`src/rtl/uart_rx_frame.sv`:
```
// UART receive deserializer: oversampled start/data/parity/stop framing with a frame-valid strobe.
// Define RX_MAJORITY_VOTE_EN to take each captured bit as a 2-of-3 vote over the last three baud ticks.
module uart_rx_frame #(
    parameter int DATA_BITS  = 8,
    parameter int PARITY_EN  = 1,
    parameter int OVERSAMPLE = 16
) (
    input  logic                 clk,
    input  logic                 reset,
    input  logic                 baud_tick,
    input  logic                 rx_in,
    output logic [DATA_BITS-1:0] raw_data,
    output logic                 start_bit,
    output logic                 parity_bit,
    output logic                 stop_bit,
    output logic                 recieved_flag,
    output logic                 rx_busy
);

    localparam int CW = $clog2(OVERSAMPLE);
    localparam int BW = $clog2(DATA_BITS);
    localparam logic [CW-1:0] HALF_LAST = CW'(OVERSAMPLE / 2 - 1);
    localparam logic [CW-1:0] FULL_LAST = CW'(OVERSAMPLE - 1);
    localparam logic [BW-1:0] LAST_BIT  = BW'(DATA_BITS - 1);

    typedef enum logic [2:0] {
        IDLE,
        START,
        DATA,
        PARITY,
        STOP,
        BREAK
    } state_t;

    state_t          state;
    state_t          state_next;
    logic            rx_meta;
    logic            rx_s;
    logic            rx_prev;
    logic [CW-1:0]   tick_cnt;
    logic [BW-1:0]   bit_cnt;
    logic            fall_edge;
    logic            mid_bit;
    logic            sample;

    // rx_prev trails rx_s by one clock so the idle-to-start edge can be seen.
    always_ff @(posedge clk) begin
        if (reset) begin
            rx_meta <= 1'b1;
            rx_s    <= 1'b1;
            rx_prev <= 1'b1;
        end else begin
            rx_meta <= rx_in;
            rx_s    <= rx_meta;
            rx_prev <= rx_s;
        end
    end

`ifdef RX_MAJORITY_VOTE_EN
    logic [1:0] sample_hist;

    always_ff @(posedge clk) begin
        if (reset) begin
            sample_hist <= 2'b11;
        end else if (baud_tick) begin
            sample_hist <= {sample_hist[0], rx_s};
        end
    end

    assign sample = (rx_s & sample_hist[0]) | (rx_s & sample_hist[1]) |
                    (sample_hist[0] & sample_hist[1]);
`else
    assign sample = rx_s;
`endif

    assign rx_busy = (state != IDLE);

    always_ff @(posedge clk) begin
        if (reset) begin
            state <= IDLE;
        end else begin
            state <= state_next;
        end
    end

    // The start bit is sampled half a bit after the edge; every later bit one full bit after that.
    always_comb begin
        fall_edge  = rx_prev & ~rx_s;
        mid_bit    = baud_tick && (tick_cnt == ((state == START) ? HALF_LAST : FULL_LAST));
        state_next = state;
        case (state)
            IDLE:    if (fall_edge) state_next = START;
            START:   if (mid_bit) state_next = DATA;
            DATA: begin
                if (mid_bit && (bit_cnt == LAST_BIT)) begin
                    state_next = (PARITY_EN != 0) ? PARITY : STOP;
                end
            end
            PARITY:  if (mid_bit) state_next = STOP;
            STOP:    if (mid_bit) state_next = sample ? IDLE : BREAK;
            BREAK:   if (rx_s) state_next = IDLE;
            default: state_next = IDLE;
        endcase
    end

    always_ff @(posedge clk) begin
        if (reset) begin
            tick_cnt      <= '0;
            bit_cnt       <= '0;
            raw_data      <= '0;
            start_bit     <= 1'b0;
            parity_bit    <= 1'b0;
            stop_bit      <= 1'b1;
            recieved_flag <= 1'b0;
        end else begin
            recieved_flag <= 1'b0;
            if (state == IDLE) begin
                if (fall_edge) begin
                    tick_cnt <= '0;
                    bit_cnt  <= '0;
                end
            end else if (baud_tick && (state != BREAK)) begin
                tick_cnt <= mid_bit ? '0 : tick_cnt + 1'b1;
            end
            if (mid_bit) begin
                case (state)
                    START:  start_bit <= sample;
                    DATA: begin
                        raw_data[bit_cnt] <= sample;
                        bit_cnt           <= bit_cnt + 1'b1;
                    end
                    PARITY: parity_bit <= sample;
                    STOP: begin
                        stop_bit      <= sample;
                        recieved_flag <= 1'b1;
                    end
                    default: ;
                endcase
            end
        end
    end

endmodule

```
`config.mk`:
```
export PLATFORM = sky130hd
export DESIGN_NAME = uart_rx_frame
export DESIGN_NICKNAME = d
export VERILOG_FILES = /design/src/rtl/uart_rx_frame.sv
export SDC_FILE = /design/constraint.sdc
export NUM_CORES = 1
export LEC_CHECK = 0
export ABC_CLOCK_PERIOD_IN_PS = 2800
export BUFFER_PORTS_ARGS = -buffer_cell sky130_fd_sc_hd__buf_2
export CORE_AREA = 2 2 49 51
export DETAILED_ROUTE_END_ITERATION = 8
export DIE_AREA = 0 0 51 53
export PLACE_DENSITY_LB_ADDON = 0.25
export SLEW_MARGIN = 20
export SYNTH_ARGS = -nofsm -noshare
export SYNTH_HDL_FRONTEND = slang
export SYNTH_SLANG_ARGS = --single-unit
```
`constraint.sdc`:
```
create_clock -name clk -period 2.8 [get_ports clk]
set_clock_uncertainty 0.2 [all_clocks]
set_input_delay 0.56 -clock clk [delete_from_list [all_inputs] [get_ports clk]]
set_output_delay 0.56 -clock clk [all_outputs]
set_load 0.01 [all_outputs]
```
==> metrics.txt <==
P per Cell Area 461 mW/mm^2; Int Pwr 455 uW; CTS Buf Count 3; total power draw approximately 630 uW; Synth Area in Compound Gates 13.8%; ratio of cells with drive above 1 in the final layout 17.1%; DRC Markers 0; RSZ-0062 raised after global routing no; Post-Synth Adder-Cell Area 2.99%; Clk network pwr share between 20% and 30%; met1 wire length 1200 um; Req. time, crit path between 2000 and 2500 ps; CTS hold repair buffers 0; Crit Path Category reg -> out; EDFF count, synth 0; die width 51 um; Seq pwr share 60.7%; Achievable Freq approximately 0.46 GHz; area of the die 0.00270 mm^2; dpl cell area around 0.0013 mm^2; worst path arrival time 1420 ps; Largest stage delay, worst path 480 ps; xor and xnor area share after synthesis 0%; port buffer count 16; Root Driver clkbuf_4; HP Class in -> reg; via count approximately 1100; Total GRT Usage a little under a quarter; cells on worst reg2reg path 4; Pleak 0.000613 uW; Min Clock Period, post-route 2180 ps; CTS tree built; global placement routability congestion 0.840; reg2reg end raw_data[3]; fill count between 150 and 200; Yosys cell types 38; CP Launch Point state[1]; endpoint class of the critical path primary output; fin. max-slew vios 0; critical path launch point type register; Core Util, Final 63.4%; die height 53 um; Post-CTS Setup Inserts 0; switching fraction of total power 27.6%; Clock Latency Late Sink 330 ps; crit path capture rx_busy; most frequent cells in the layout dfxtp_1, buf_2, nor2_1, nand3_1, mux2i_1; WP depth 3; Seq cells post-synth 25; Slew @ Worst Pin 689 ps; DRT iter0 DRCs 35; top_reg_cell synth dfxtp_1; Worst IR Drop VDD 0.330 mV; Site Rows 17; mux cell area share after synthesis 8.77%; Clock Sinks 25; CP bufs+invs 2; post-CTS resize count 0; remaining antenna violation count 0; sequential fraction of the synthesis area 39.9%; largest net degree at the start of global routing 30; worst rel slew slack between 50 and 60%; Core Area 0.00215 mm^2; crit share post-route 78.0%; yosys warns 0; r2r setup slk 790 ps; DR WL met3 172 um; NumNets Final 166; Initial Util roughly three fifths; fraction of registers with async set/reset 0%; largest family of logic cells by synthesized area simple AND/OR/NAND/NOR gates; WL met2 1200 um; status complete, no violations; vias per inst 6.00; DR top layer met4; Clock Path Buffers 2; Area Growth Syn to Fin 8.47%; setup TNS 0 ps; first-pass GRT wire length 4620 um; number of diodes 0; post-synthesis net count 153; CTS H-tree lvls 1; worst-path maximum fanout 17; grt ovf 0; io pins 17; final setup violation count 0; synthesized area per cell 8.60 um^2; CP delay by family, top flip-flops; post-synthesis simple-gate area fraction 30.3%; Reg clk slew, reported paths 130 ps; Post-Layout Inst Area 0.00136 mm^2; Max Cap Viol 0; FF-to-FF Start state[1]; Syn Inst Count approximately 150; critical path's slowest cell dfxtp_1; number of global-route vias before repair between 1000 and 1500; commonest non-fill, non-tap cell in the layout dfxtp_1; drt pass-1 iters 4; Hold Fails Final Rpt 0; final WL approximately 2600 um; Syn Std Cell Area 0.00125 mm^2; Logic pwr share 13.0%; drt wl/cell 14.2 um; crit path cell chain nor3_1, inv_1, buf_2; initial antenna violation count 0; HPWL after DPL 1850 um; Psw 173 uW
logic make-up after synthesis:
group / Yosys count
DFF: 25
adders and majority gates: 3
AOI/OAI and AO/OA: 25
buffers and inverters: 13
muxes: 11
and+or+nand+nor: 69
how the worst min path moves through the flow:
stage	start	endpoint	cells after the start	slack, ps
after floorplan	rx_meta	rx_s	1	190
after global placement	rx_meta	rx_s	1	190
after detailed placement	rx_meta	rx_s	1	200
after CTS	rx_in	rx_meta	2	210
after global routing	rx_in	rx_meta	2	200
final	rx_in	rx_meta	2	200
power groups by stage:
stage	Combinational (uW)	Clock, uW	Sequential (uW)
floorplan	74.5	0	377
global placement	77.6	0	389
detailed placement	81.4	0	389
CTS	81.8	165	381
global route	91.0	179	383
finish	81.6	165	381
sequential cells by signal, summed over array words and instances, names as in the netlist:
register and cells:
stop_bit 1, rx_s 1, bit_cnt 3, rx_meta 1
tick_cnt 4, raw_data 8, parity_bit 1, recieved_flag 1
rx_prev 1, start_bit 1, state 3
synthesized netlist by cell type, types with 3 or more instances:
master	count	area [um^2]
nor3_1	5	25.0
inv_1	5	18.8
nand3_1	14	70.1
nand2_1	7	26.3
dfxtp_1	25	500
clkbuf_1	4	15.0
nor2_1	14	52.6
nor2b_1	5	31.3
mux2i_1	11	110
nand4_1	4	25.0
buf_2	4	20.0
o21ai_0	3	15.0
or2_2	4	25.0
nand2b_1	3	18.8
ha_1	3	37.5
a21oi_1	9	45.0
through the flow:
step	instances	hold WS, ps	setup WS, ps
after floorplan	146	189	1040
after CTS	186	208	647
final	186	203	617
after detailed placement	182	201	832
after global placement	182	193	864
after global routing	186	197	535
layer usage:
| metal | vias to the layer above | GRT usage, % |
|---|---|---|
| li1 | 551 | - |
| met1 | 518 | 30.6 |
| met2 | 40 | 34.6 |
| met3 | 7 | 3.67 |
| met4 | 0 | 10.8 |
| met5 | - | 0 |
final cells by class:
| cell class | instances | area (um^2) | area share [%] |
|---|---|---|---|
| Tap cell | 28 | 35.0 | 2.57 |
| Multi-Input combinational cell | 108 | 701 | 51.5 |
| Timing Repair Buffer | 16 | 80.1 | 5.88 |
| Sequential cell | 25 | 500 | 36.8 |
| Inverter | 5 | 18.8 | 1.38 |
| Clock buffer | 4 | 26.3 | 1.93 |
Power figures use the tool's default switching activity.
